**src/rtl/bomb_scheduler_if.sv**
```systemverilog
// Bomb scheduler bus: player bomb requests and positions in, grants and
// per-slot bomb rectangles/state out.
// Request/grant handshake: reqN is a level held while the key is down; only
// its rising edge is a request. grantN is a one-frame pulse meaning "bomb
// placed". A request that cannot be served that frame is dropped, not queued.
interface bomb_scheduler_if;
    logic       req1, req2;
    logic [9:0] p1X, p1Y, p2X, p2Y;
    logic       grant1, grant2;
    logic [9:0] bomb0X, bomb0Y, bomb0XS, bomb0YS;
    logic [9:0] bomb1X, bomb1Y, bomb1XS, bomb1YS;
    logic [1:0] bomb0_state, bomb1_state;
    logic       owner0, owner1;

    // Player/arena side
    modport master (
        output req1, req2, p1X, p1Y, p2X, p2Y,
        input  grant1, grant2,
        input  bomb0X, bomb0Y, bomb0XS, bomb0YS,
        input  bomb1X, bomb1Y, bomb1XS, bomb1YS,
        input  bomb0_state, bomb1_state, owner0, owner1
    );

    // Scheduler side
    modport slave (
        input  req1, req2, p1X, p1Y, p2X, p2Y,
        output grant1, grant2,
        output bomb0X, bomb0Y, bomb0XS, bomb0YS,
        output bomb1X, bomb1Y, bomb1XS, bomb1YS,
        output bomb0_state, bomb1_state, owner0, owner1
    );
endinterface

```
**src/rtl/bomb_scheduler.sv**
```systemverilog
// bomb_scheduler: arbitrates both players' bomb drops onto two slots, snaps
// bombs to the tile grid and times each slot through FUSE and EXPLODE.
// Optional macro CHAIN_REACTION_EN: a fusing bomb inside another slot's blast
// rectangle detonates early.
module bomb_scheduler #(
    parameter int TILE_LOG2      = 5,
    parameter int FUSE_FRAMES    = 120,
    parameter int EXPLODE_FRAMES = 30,
    parameter int HALF_X         = 10,
    parameter int HALF_Y         = 13
) (
    input  logic             frame_clk,
    input  logic             Reset,
    bomb_scheduler_if.slave  bus
);
    localparam logic [1:0] S_IDLE    = 2'd0;
    localparam logic [1:0] S_FUSE    = 2'd1;
    localparam logic [1:0] S_EXPLODE = 2'd2;

    localparam int CNT_MAX = (FUSE_FRAMES > EXPLODE_FRAMES) ? FUSE_FRAMES : EXPLODE_FRAMES;
    localparam int CNT_W   = $clog2(CNT_MAX + 1);
    localparam logic [CNT_W-1:0] FUSE_LOAD    = CNT_W'(FUSE_FRAMES - 1);
    localparam logic [CNT_W-1:0] EXPLODE_LOAD = CNT_W'(EXPLODE_FRAMES - 1);

    localparam logic [9:0] TILE      = 10'(1 << TILE_LOG2);
    localparam logic [9:0] TILE_MASK = ~(TILE - 10'd1);
    localparam logic [9:0] BLAST     = 10'(3 * (1 << TILE_LOG2));

    logic             req1_q, req2_q, rr_q, rr_d;
    logic             grant1_q, grant1_d, grant2_q, grant2_d;
    logic [1:0]       state_q [2], state_d [2];
    logic [CNT_W-1:0] cnt_q   [2], cnt_d   [2];
    logic [9:0]       tx_q    [2], tx_d    [2];
    logic [9:0]       ty_q    [2], ty_d    [2];
    logic             own_q   [2], own_d   [2];
    logic [9:0]       x_q [2], x_d [2], y_q [2], y_d [2];
    logic [9:0]       xs_q [2], xs_d [2], ys_q [2], ys_d [2];

    logic [9:0] t1x, t1y, t2x, t2y, fx, fy, sx, sy;
    logic       busy0, busy1, owns1, owns2, hit1, hit2, elig1, elig2;
    logic       first_elig, second_elig, first_gets, second_gets;
    logic       first_slot, second_slot, first_own;
    logic       alloc [2], alloc_own [2];
    logic [9:0] alloc_x [2], alloc_y [2];
    logic       chain_hit [2];

    // Tile snapping, slot ownership and tile-collision checks for both players
    always_comb begin
        t1x   = (bus.p1X + 10'(HALF_X)) & TILE_MASK;
        t1y   = (bus.p1Y + 10'(HALF_Y)) & TILE_MASK;
        t2x   = (bus.p2X + 10'(HALF_X)) & TILE_MASK;
        t2y   = (bus.p2Y + 10'(HALF_Y)) & TILE_MASK;
        busy0 = (state_q[0] != S_IDLE);
        busy1 = (state_q[1] != S_IDLE);
        owns1 = (busy0 && !own_q[0]) || (busy1 && !own_q[1]);
        owns2 = (busy0 && own_q[0]) || (busy1 && own_q[1]);
        hit1  = (busy0 && tx_q[0] == t1x && ty_q[0] == t1y) ||
                (busy1 && tx_q[1] == t1x && ty_q[1] == t1y);
        hit2  = (busy0 && tx_q[0] == t2x && ty_q[0] == t2y) ||
                (busy1 && tx_q[1] == t2x && ty_q[1] == t2y);
        elig1 = bus.req1 && !req1_q && !owns1 && !hit1;
        elig2 = bus.req2 && !req2_q && !owns2 && !hit2;
    end

    // Round-robin allocation: rr winner picks first, each takes lowest idle slot
    always_comb begin
        first_own   = rr_q;
        first_elig  = rr_q ? elig2 : elig1;
        second_elig = rr_q ? elig1 : elig2;
        fx = rr_q ? t2x : t1x;
        fy = rr_q ? t2y : t1y;
        sx = rr_q ? t1x : t2x;
        sy = rr_q ? t1y : t2y;
        first_gets  = first_elig && (!busy0 || !busy1);
        first_slot  = busy0;
        second_gets = second_elig && !(first_gets && fx == sx && fy == sy) &&
                      (first_gets ? (!busy0 && !busy1) : (!busy0 || !busy1));
        second_slot = first_gets ? 1'b1 : busy0;
        for (int i = 0; i < 2; i++) begin
            alloc[i]     = 1'b0;
            alloc_own[i] = 1'b0;
            alloc_x[i]   = 10'd0;
            alloc_y[i]   = 10'd0;
            if (first_gets && first_slot == 1'(i)) begin
                alloc[i]     = 1'b1;
                alloc_own[i] = first_own;
                alloc_x[i]   = fx;
                alloc_y[i]   = fy;
            end else if (second_gets && second_slot == 1'(i)) begin
                alloc[i]     = 1'b1;
                alloc_own[i] = !first_own;
                alloc_x[i]   = sx;
                alloc_y[i]   = sy;
            end
        end
        grant1_d = rr_q ? second_gets : first_gets;
        grant2_d = rr_q ? first_gets : second_gets;
        rr_d     = rr_q ^ (first_gets ^ second_gets);
    end

`ifdef CHAIN_REACTION_EN
    // Early detonation: own tile strictly inside the other slot's blast rectangle
    always_comb begin
        for (int i = 0; i < 2; i++) begin
            chain_hit[i] = (state_q[1-i] == S_EXPLODE) &&
                ({1'b0, tx_q[i]} > {1'b0, x_q[1-i]}) &&
                ({1'b0, tx_q[i]} < ({1'b0, x_q[1-i]} + {1'b0, xs_q[1-i]})) &&
                ({1'b0, ty_q[i]} > {1'b0, y_q[1-i]}) &&
                ({1'b0, ty_q[i]} < ({1'b0, y_q[1-i]} + {1'b0, ys_q[1-i]}));
        end
    end
`else
    // Slots are independent: no early detonation
    always_comb begin
        for (int i = 0; i < 2; i++) chain_hit[i] = 1'b0;
    end
`endif

    // Per-slot FSM next state and the rectangle it will present
    always_comb begin
        for (int i = 0; i < 2; i++) begin
            state_d[i] = state_q[i];
            cnt_d[i]   = cnt_q[i];
            tx_d[i]    = tx_q[i];
            ty_d[i]    = ty_q[i];
            own_d[i]   = own_q[i];
            case (state_q[i])
                S_IDLE: begin
                    if (alloc[i]) begin
                        state_d[i] = S_FUSE;
                        cnt_d[i]   = FUSE_LOAD;
                        tx_d[i]    = alloc_x[i];
                        ty_d[i]    = alloc_y[i];
                        own_d[i]   = alloc_own[i];
                    end
                end
                S_FUSE: begin
                    if (cnt_q[i] == '0 || chain_hit[i]) begin
                        state_d[i] = S_EXPLODE;
                        cnt_d[i]   = EXPLODE_LOAD;
                    end else begin
                        cnt_d[i] = cnt_q[i] - 1'b1;
                    end
                end
                S_EXPLODE: begin
                    if (cnt_q[i] == '0) state_d[i] = S_IDLE;
                    else                cnt_d[i]   = cnt_q[i] - 1'b1;
                end
                default: begin
                    state_d[i] = S_IDLE;
                    cnt_d[i]   = '0;
                end
            endcase
            x_d[i]  = 10'd0;
            y_d[i]  = 10'd0;
            xs_d[i] = 10'd0;
            ys_d[i] = 10'd0;
            if (state_d[i] == S_FUSE) begin
                x_d[i] = tx_d[i];
                y_d[i] = ty_d[i];
            end else if (state_d[i] == S_EXPLODE) begin
                x_d[i]  = tx_d[i] - TILE;
                y_d[i]  = ty_d[i] - TILE;
                xs_d[i] = BLAST;
                ys_d[i] = BLAST;
            end
        end
    end

    // State, history and output registers with synchronous reset
    always_ff @(posedge frame_clk) begin
        if (Reset) begin
            req1_q   <= 1'b0;
            req2_q   <= 1'b0;
            rr_q     <= 1'b0;
            grant1_q <= 1'b0;
            grant2_q <= 1'b0;
            for (int i = 0; i < 2; i++) begin
                state_q[i] <= S_IDLE;
                cnt_q[i]   <= '0;
                tx_q[i]    <= 10'd0;
                ty_q[i]    <= 10'd0;
                own_q[i]   <= 1'b0;
                x_q[i]     <= 10'd0;
                y_q[i]     <= 10'd0;
                xs_q[i]    <= 10'd0;
                ys_q[i]    <= 10'd0;
            end
        end else begin
            req1_q   <= bus.req1;
            req2_q   <= bus.req2;
            rr_q     <= rr_d;
            grant1_q <= grant1_d;
            grant2_q <= grant2_d;
            for (int i = 0; i < 2; i++) begin
                state_q[i] <= state_d[i];
                cnt_q[i]   <= cnt_d[i];
                tx_q[i]    <= tx_d[i];
                ty_q[i]    <= ty_d[i];
                own_q[i]   <= own_d[i];
                x_q[i]     <= x_d[i];
                y_q[i]     <= y_d[i];
                xs_q[i]    <= xs_d[i];
                ys_q[i]    <= ys_d[i];
            end
        end
    end

    assign bus.grant1      = grant1_q;
    assign bus.grant2      = grant2_q;
    assign bus.bomb0X      = x_q[0];
    assign bus.bomb0Y      = y_q[0];
    assign bus.bomb0XS     = xs_q[0];
    assign bus.bomb0YS     = ys_q[0];
    assign bus.bomb1X      = x_q[1];
    assign bus.bomb1Y      = y_q[1];
    assign bus.bomb1XS     = xs_q[1];
    assign bus.bomb1YS     = ys_q[1];
    assign bus.bomb0_state = state_q[0];
    assign bus.bomb1_state = state_q[1];
    assign bus.owner0      = own_q[0];
    assign bus.owner1      = own_q[1];
endmodule

```
**src/flat_wrapper.sv**
```systemverilog
// flat-port wrapper written by rule: the top's interface ports become plain ports
module bomb_scheduler_flat 
#(
    parameter int TILE_LOG2      = 5,
    parameter int FUSE_FRAMES    = 120,
    parameter int EXPLODE_FRAMES = 30,
    parameter int HALF_X         = 10,
    parameter int HALF_Y         = 13
)
  (frame_clk, Reset, bus_req1, bus_req2, bus_p1X, bus_p1Y, bus_p2X, bus_p2Y, bus_grant1, bus_grant2, bus_bomb0X, bus_bomb0Y, bus_bomb0XS, bus_bomb0YS, bus_bomb1X, bus_bomb1Y, bus_bomb1XS, bus_bomb1YS, bus_bomb0_state, bus_bomb1_state, bus_owner0, bus_owner1);
  bomb_scheduler_if bus_i ();
  input  logic frame_clk;
  input  logic Reset;
  input wire logic [$bits(bus_i.req1)-1:0] bus_req1;
  input wire logic [$bits(bus_i.req2)-1:0] bus_req2;
  input wire logic [$bits(bus_i.p1X)-1:0] bus_p1X;
  input wire logic [$bits(bus_i.p1Y)-1:0] bus_p1Y;
  input wire logic [$bits(bus_i.p2X)-1:0] bus_p2X;
  input wire logic [$bits(bus_i.p2Y)-1:0] bus_p2Y;
  output wire logic [$bits(bus_i.grant1)-1:0] bus_grant1;
  output wire logic [$bits(bus_i.grant2)-1:0] bus_grant2;
  output wire logic [$bits(bus_i.bomb0X)-1:0] bus_bomb0X;
  output wire logic [$bits(bus_i.bomb0Y)-1:0] bus_bomb0Y;
  output wire logic [$bits(bus_i.bomb0XS)-1:0] bus_bomb0XS;
  output wire logic [$bits(bus_i.bomb0YS)-1:0] bus_bomb0YS;
  output wire logic [$bits(bus_i.bomb1X)-1:0] bus_bomb1X;
  output wire logic [$bits(bus_i.bomb1Y)-1:0] bus_bomb1Y;
  output wire logic [$bits(bus_i.bomb1XS)-1:0] bus_bomb1XS;
  output wire logic [$bits(bus_i.bomb1YS)-1:0] bus_bomb1YS;
  output wire logic [$bits(bus_i.bomb0_state)-1:0] bus_bomb0_state;
  output wire logic [$bits(bus_i.bomb1_state)-1:0] bus_bomb1_state;
  output wire logic [$bits(bus_i.owner0)-1:0] bus_owner0;
  output wire logic [$bits(bus_i.owner1)-1:0] bus_owner1;
  assign bus_i.req1 = bus_req1;
  assign bus_i.req2 = bus_req2;
  assign bus_i.p1X = bus_p1X;
  assign bus_i.p1Y = bus_p1Y;
  assign bus_i.p2X = bus_p2X;
  assign bus_i.p2Y = bus_p2Y;
  assign bus_grant1 = bus_i.grant1;
  assign bus_grant2 = bus_i.grant2;
  assign bus_bomb0X = bus_i.bomb0X;
  assign bus_bomb0Y = bus_i.bomb0Y;
  assign bus_bomb0XS = bus_i.bomb0XS;
  assign bus_bomb0YS = bus_i.bomb0YS;
  assign bus_bomb1X = bus_i.bomb1X;
  assign bus_bomb1Y = bus_i.bomb1Y;
  assign bus_bomb1XS = bus_i.bomb1XS;
  assign bus_bomb1YS = bus_i.bomb1YS;
  assign bus_bomb0_state = bus_i.bomb0_state;
  assign bus_bomb1_state = bus_i.bomb1_state;
  assign bus_owner0 = bus_i.owner0;
  assign bus_owner1 = bus_i.owner1;
  bomb_scheduler #(.TILE_LOG2(TILE_LOG2), .FUSE_FRAMES(FUSE_FRAMES), .EXPLODE_FRAMES(EXPLODE_FRAMES), .HALF_X(HALF_X), .HALF_Y(HALF_Y)) u_core (.frame_clk(frame_clk), .Reset(Reset), .bus(bus_i));
endmodule
```
**config.mk**
```make
export PLATFORM = sky130hd
export DESIGN_NAME = bomb_scheduler_flat
export DESIGN_NICKNAME = d
export VERILOG_FILES = /design/src/rtl/bomb_scheduler_if.sv /design/src/rtl/bomb_scheduler.sv /design/src/flat_wrapper.sv
export SDC_FILE = /design/constraint.sdc
export NUM_CORES = 1
export LEC_CHECK = 0
export CORE_MARGIN = 4
export CORE_UTILIZATION = 49
export CTS_CLUSTER_DIAMETER = 30
export CTS_CLUSTER_SIZE = 40
export DETAILED_ROUTE_END_ITERATION = 7
export HOLD_SLACK_MARGIN = 0.1
export PLACE_DENSITY = 0.73
export SYNTH_ARGS = -nofsm -noshare
export SYNTH_HDL_FRONTEND = slang
export SYNTH_SLANG_ARGS = --single-unit
```
**constraint.sdc**
```tcl
create_clock -name frame_clk -period 12.45 [get_ports frame_clk]
set_clock_uncertainty 0.05 [all_clocks]
set_input_delay 2.49 -clock frame_clk [delete_from_list [all_inputs] [get_ports frame_clk]]
set_output_delay 2.49 -clock frame_clk [all_outputs]
set_load 0.03 [all_outputs]
```
=== Word-level counts from Yosys, hierarchy flattened ===
Memories as Yosys holds them, arrays and structs flattened.
Cells that the tools add are included.

* Add/subtract/negate cells: 10
* Equal/unequal tests: 18
* Multiplexer cells: 87
* Bitwise gates (word level): 22
* Reduce and logical (&&, ||, !) cells: 51

{| class="wikitable"
|+ Operators by type and width
! kind !! number
|-
| $mux W10 || 42
|-
| $eq A10 B10 Y1 || 10
|-
| $mux W7 || 10
|-
| $pmux W7 S3 || 2
|-
| $add A10 B4 Y10 const B || 4
|-
| $sub A10 B6 Y10 const B || 4
|-
| $logic_and A1 B1 Y1 || 28
|-
| $mux W1 || 23
|-
| $or A1 B1 Y1 || 18
|-
| $mux W2 || 8
|-
| $logic_not A7 Y1 || 2
|-
| $sub A7 B1 Y7 const B || 2
|-
| $logic_not A1 Y1 || 12
|-
| $pmux W2 S3 || 2
|-
| $eq A2 B1 Y1 const B || 4
|-
| $eq A2 B2 Y1 const B || 4
|-
| $logic_or A1 B1 Y1 || 5
|-
| $logic_not A2 Y1 || 2
|-
| $reduce_bool A2 Y1 || 2
|-
| $not A1 Y1 || 2
|-
| $xor A1 B1 Y1 || 2
|}

* Register bits after elaboration: 5
* Bits in writable memories: 140
* Bits of input ports: 44
* Output and inout bits: 88
* Word-level logic and storage cells: 202
* Memories kept: 9

{| class="wikitable"
|+ Memory list
! name !! words !! bits a word !! rd ports !! clocked after memory_dff !! write ports !! RTL line !! text
|-
| u_core.tx_q || 2 || 10 || 2 || 0 || 2 || bomb_scheduler.sv:33 || <nowiki>logic [9:0] tx_q [2], tx_d [2];</nowiki>
|-
| u_core.ty_q || 2 || 10 || 2 || 0 || 2 || bomb_scheduler.sv:34 || <nowiki>logic [9:0] ty_q [2], ty_d [2];</nowiki>
|-
| u_core.x_q || 2 || 10 || 2 || 0 || 2 || bomb_scheduler.sv:36 || <nowiki>logic [9:0] x_q [2], x_d [2], y_q [2], y_d [2];</nowiki>
|-
| u_core.xs_q || 2 || 10 || 2 || 0 || 2 || bomb_scheduler.sv:37 || <nowiki>logic [9:0] xs_q [2], xs_d [2], ys_q [2], ys_d [2];</nowiki>
|-
| u_core.y_q || 2 || 10 || 2 || 0 || 2 || bomb_scheduler.sv:36 ||
|-
| u_core.ys_q || 2 || 10 || 2 || 0 || 2 || bomb_scheduler.sv:37 ||
|-
| +3 memories || - || - || - || - || - || - ||
|}

=== Logic depth before layout (Yosys ltp) ===
* Depth in word-level cells: 23
* Mapped depth: 16
* Mapped depth without buffers: 13

=== Worst setup path before layout ===
No wires, ideal clock.

* Kind: input-to-reg
* Start: input port bus_p1Y[0]
* End: memory u_core.y_q[0][7]
* Setup time: 0.134 ns
* Arrival: 5.600 ns
* Data required time: 12.266 ns
* Slack: 6.666 ns
* Cell stages on the path: 13
* Buffers on the path: 1
* Cells stage by stage: a211oi_1 -> or3_4 -> xor2_1 -> xor2_1 -> and4b_1 -> a41o_1 -> o21bai_1 -> nand2_1 -> buf_2 -> a222oi_1 -> ha_1 -> xor2_1 -> o22ai_1

{| class="wikitable"
|+ RTL lines
! element !! RTL line !! text
|-
| start: declaration || flat_wrapper.sv:17 || <nowiki>input wire logic [$bits(bus_i.p1Y)-1:0] bus_p1Y;</nowiki>
|-
| end: declaration || bomb_scheduler.sv:36 ||
|}

==> flow_summary_export.csv <==
group,metric,value,unit
outcome,status,"completed",
drt,drt-total-wl,16900,um
grt,overflow,0,
synth,seq_area_frac_synth,33.8,%
drt,drt_iter0_drc,563,
drt,viasPerCell,5.84,
clock_network,clock-root-buffer,"clkbuf_16",
drt,drt_first_pass_iters,5,
floorplanning,coreArea,12700,sq um
critical_path,crit_buf_inv,1,
cells_and_area,drive_gt1_share,5.12,%
synth,ys_ff_latch,107,
clock_network,clk_transition_reported_paths,0.07,ns
pwr,leakagePower,0.00297,uW
critical_path,worst-path-max-fanout,22,
pwr,report.power.total,1370,uW
timing,relSlewSlack,33.1,%
clock_network,numCtsBuffers,9,
floorplanning,rows,41,
cells_and_area,final_util,59.2,%
timing,fin_ws,5.29,ns
synth,ys_types,81,
synth,syn_area,6350,sq um
cells_and_area,nNetsFinal,866,
critical_path,slowest_stage,"a222oi_1",
floorplanning,die_h,122,um
timing,finalSetupTns,0,ns
clock_network,clk_latency,0.35,ns
cells_and_area,area_growth,18.2,%
critical_path,rrSetupSlack,7.64,ns
pwr,powerDensity,182,nW/um^2
clock_network,tritoncts,"done",
clock_network,post_cts_resized,0,
floorplanning,initial_core_util,50.1,%
critical_path,slowest_delay,0.84,ns
timing,worst_slew_pin_slew,1.00,ns
synth,async_flop_share,0,%
floorplanning,die_x,122,um
clock_network,htree_levels,3,
grt,grt_max_degree,38,
critical_path,critical_path.top_delay_family,"compound AO/OA/AOI/OAI gates",
critical_path,path_common_cell,"xor2_1",
floorplanning,pin_count,132,
grt,grt.total_usage,23.0,%
grt,grt_pass1_wl,27200,um
critical_path,required,12.65,ns
drt,vias,5797,
synth,syn_inst,745,
drt,post_drt_wl_per_cell,17.0,um
timing,drv_slew,0,
cells_and_area,final_cell_mix,"107 x dfxtp_1, 97 x clkdlybuf4s50_1, 58 x nor2_1",
job,max-cap-violations,0,
floorplanning,die_area,14800,sq um
placement,gp_congestion,0.962,
timing,period_share,57.5,%
clock_network,post_cts_buffers,0,
synth,synth_edf_count,0,
clock_network,clk_path_buf_depth,2,
timing,grt_setup_unrepaired,"false",
synth,syn_area_per_cell,8.52,sq um
placement,portBuffers,97,
critical_path,arrival,7.36,ns
grt,antenna_found_initial,0,
critical_path,crit_type,"primary input to flip-flop",
critical_path,cp-end-kind,"flip-flop",
synth,synthFlopType,"dfxtp_1",
worst_hold_path,hp-class,"flip-flop to flip-flop",
placement,hpwl,13100,um
synth,synth.yosys.warnings,0,
timing,hold_viol_final,0,
drt,ant_nets,0,
cells_and_area,layout_commonest_cell,"dfxtp_1",
drt,drc,0,
cells_and_area,diodes,0,
placement,place_ws,5.09,ns
timing,fin_crit,7.16,ns
clock_network,clock-sinks,107,
clock_network,cts_hold_buffers,0,
critical_path,critPathLaunchType,"primary input",
critical_path,path_cells,"clkdlybuf4s50_1 > a211oi_1 > or3_4 > xor2_1 > xor2_1 > and4b_1 > a41o_1 > o21bai_1 > nand2_1 > a222oi_1 > ha_1 > a31oi_1 > o32ai_1",
timing,setup_viol,0,
grt,grt_pass1_vias,5486,
cells_and_area,fillers,1144,
timing,max_clock_freq,0.140,GHz
pwr,ir_drop,0.0832,mV
## final timing paths
| check | start | to | cells past startpoint |
|---|---|---|---|
| worst max-delay path | bus_p1Y[0] | u_core.x_q[0][9] | 13 |
| worst min-delay path | u_core.cnt_q[0][13] | u_core.cnt_q[0][13] | 2 |
| worst max register to register | u_core.state_q[0][0] | u_core.x_q[0][19] | 12 |
| worst min register to register | u_core.cnt_q[0][13] | u_core.cnt_q[0][13] | 2 |
## layer usage
metal  GRT usage [%]  up-vias  routed length, um
met3            3.99       34               1240
met5               0        -                  0
met4            8.89        0                451
met2            38.5      250               8120
met1            29.5     2744               7090
li1                -     2769                  -
## tightest hold or removal path, delay by kind of cell, from the launching register on
| kind | cells | cell delay [ns] |
|---|---|---|
| flops | 1 | 0.31 |
| compound gates | 2 | 0.12 |
## Yosys cell counts (all sizes together), types with 7 or more instances
cell | count | area share [%]
a21oi | 39 | 3.1
a222oi | 7 | 1.1
buf | 49 | 5.6
dfxtp | 107 | 34
clkbuf | 21 | 1.3
o31ai | 8 | 1.2
o21ai | 24 | 1.9
nor2 | 59 | 3.5
or2 | 7 | 0.69
and2 | 27 | 2.7
o22ai | 12 | 1.2
inv | 22 | 1.3
nor3 | 18 | 1.5
xor2 | 23 | 3.2
nand4 | 10 | 0.99
nand3 | 13 | 1.1
nand2b | 19 | 1.9
nor4 | 10 | 0.99
a211oi | 12 | 1.6
mux2i | 14 | 2.2
xnor2 | 38 | 5.2
and3 | 27 | 2.7
or3 | 10 | 1.1
a221oi | 8 | 1.1
nor2b | 12 | 1.2
nand2 | 46 | 2.7
## metrics by stage
step                instances  cell area, sq um  hold slack [ns]
floorplan                 776              6460            0.395
global placement          977              7230            0.412
global route              992              7500            0.453
detailed placement        977              7230            0.414
CTS                       992              7500            0.429
finish                    992              7500            0.431
## cell type report
class                           count  area [sq um]  area share (%)
Multi-Input combinational cell    577          3800            50.7
Sequential cell                   107          2140            28.6
Timing Repair Buffer               99           986            13.1
Clock buffer                       11           243            3.24
Tap cell                          172           215            2.87
Inverter                           22          82.6            1.10
Clock inverter                      4          27.5           0.367
## power by group
group | leakage (uW) | switching [uW] | internal (uW)
sequential | 0.000872 | 65.6 | 400
combinational | 0.00196 | 377 | 260
clock | 0.000135 | 125 | 140
total | 0.00297 | 568 | 799
## sequential cells by signal, indices dropped and copies added, names as in the netlist
| name | cells |
|---|---|
| u_core.bus.grant1 | 1 |
| u_core.bus.grant2 | 1 |
| u_core.cnt_q | 14 |
| u_core.first_own | 1 |
| u_core.own_q | 2 |
| u_core.req1_q | 1 |
| u_core.req2_q | 1 |
| u_core.state_q | 4 |
| u_core.tx_q | 20 |
| u_core.ty_q | 20 |
| u_core.x_q | 20 |
| u_core.xs_q | 2 |
| u_core.y_q | 20 |
## cells by family after synthesis
| group | Yosys count | synth area share [%] |
|---|---|---|
| adder cells (fa/ha/maj) | 6 | 1.18 |
| multiplexers | 18 | 2.92 |
| other | 1 | 0.0591 |
| buffers and inverters | 92 | 8.14 |
| XOR/XNOR | 65 | 9.86 |
| flip-flops | 107 | 33.8 |
| AND/OR/NAND/NOR | 289 | 25.2 |
| AO/OA/AOI/OAI | 167 | 18.8 |
Note: power is estimated with default switching activity, not from simulation.
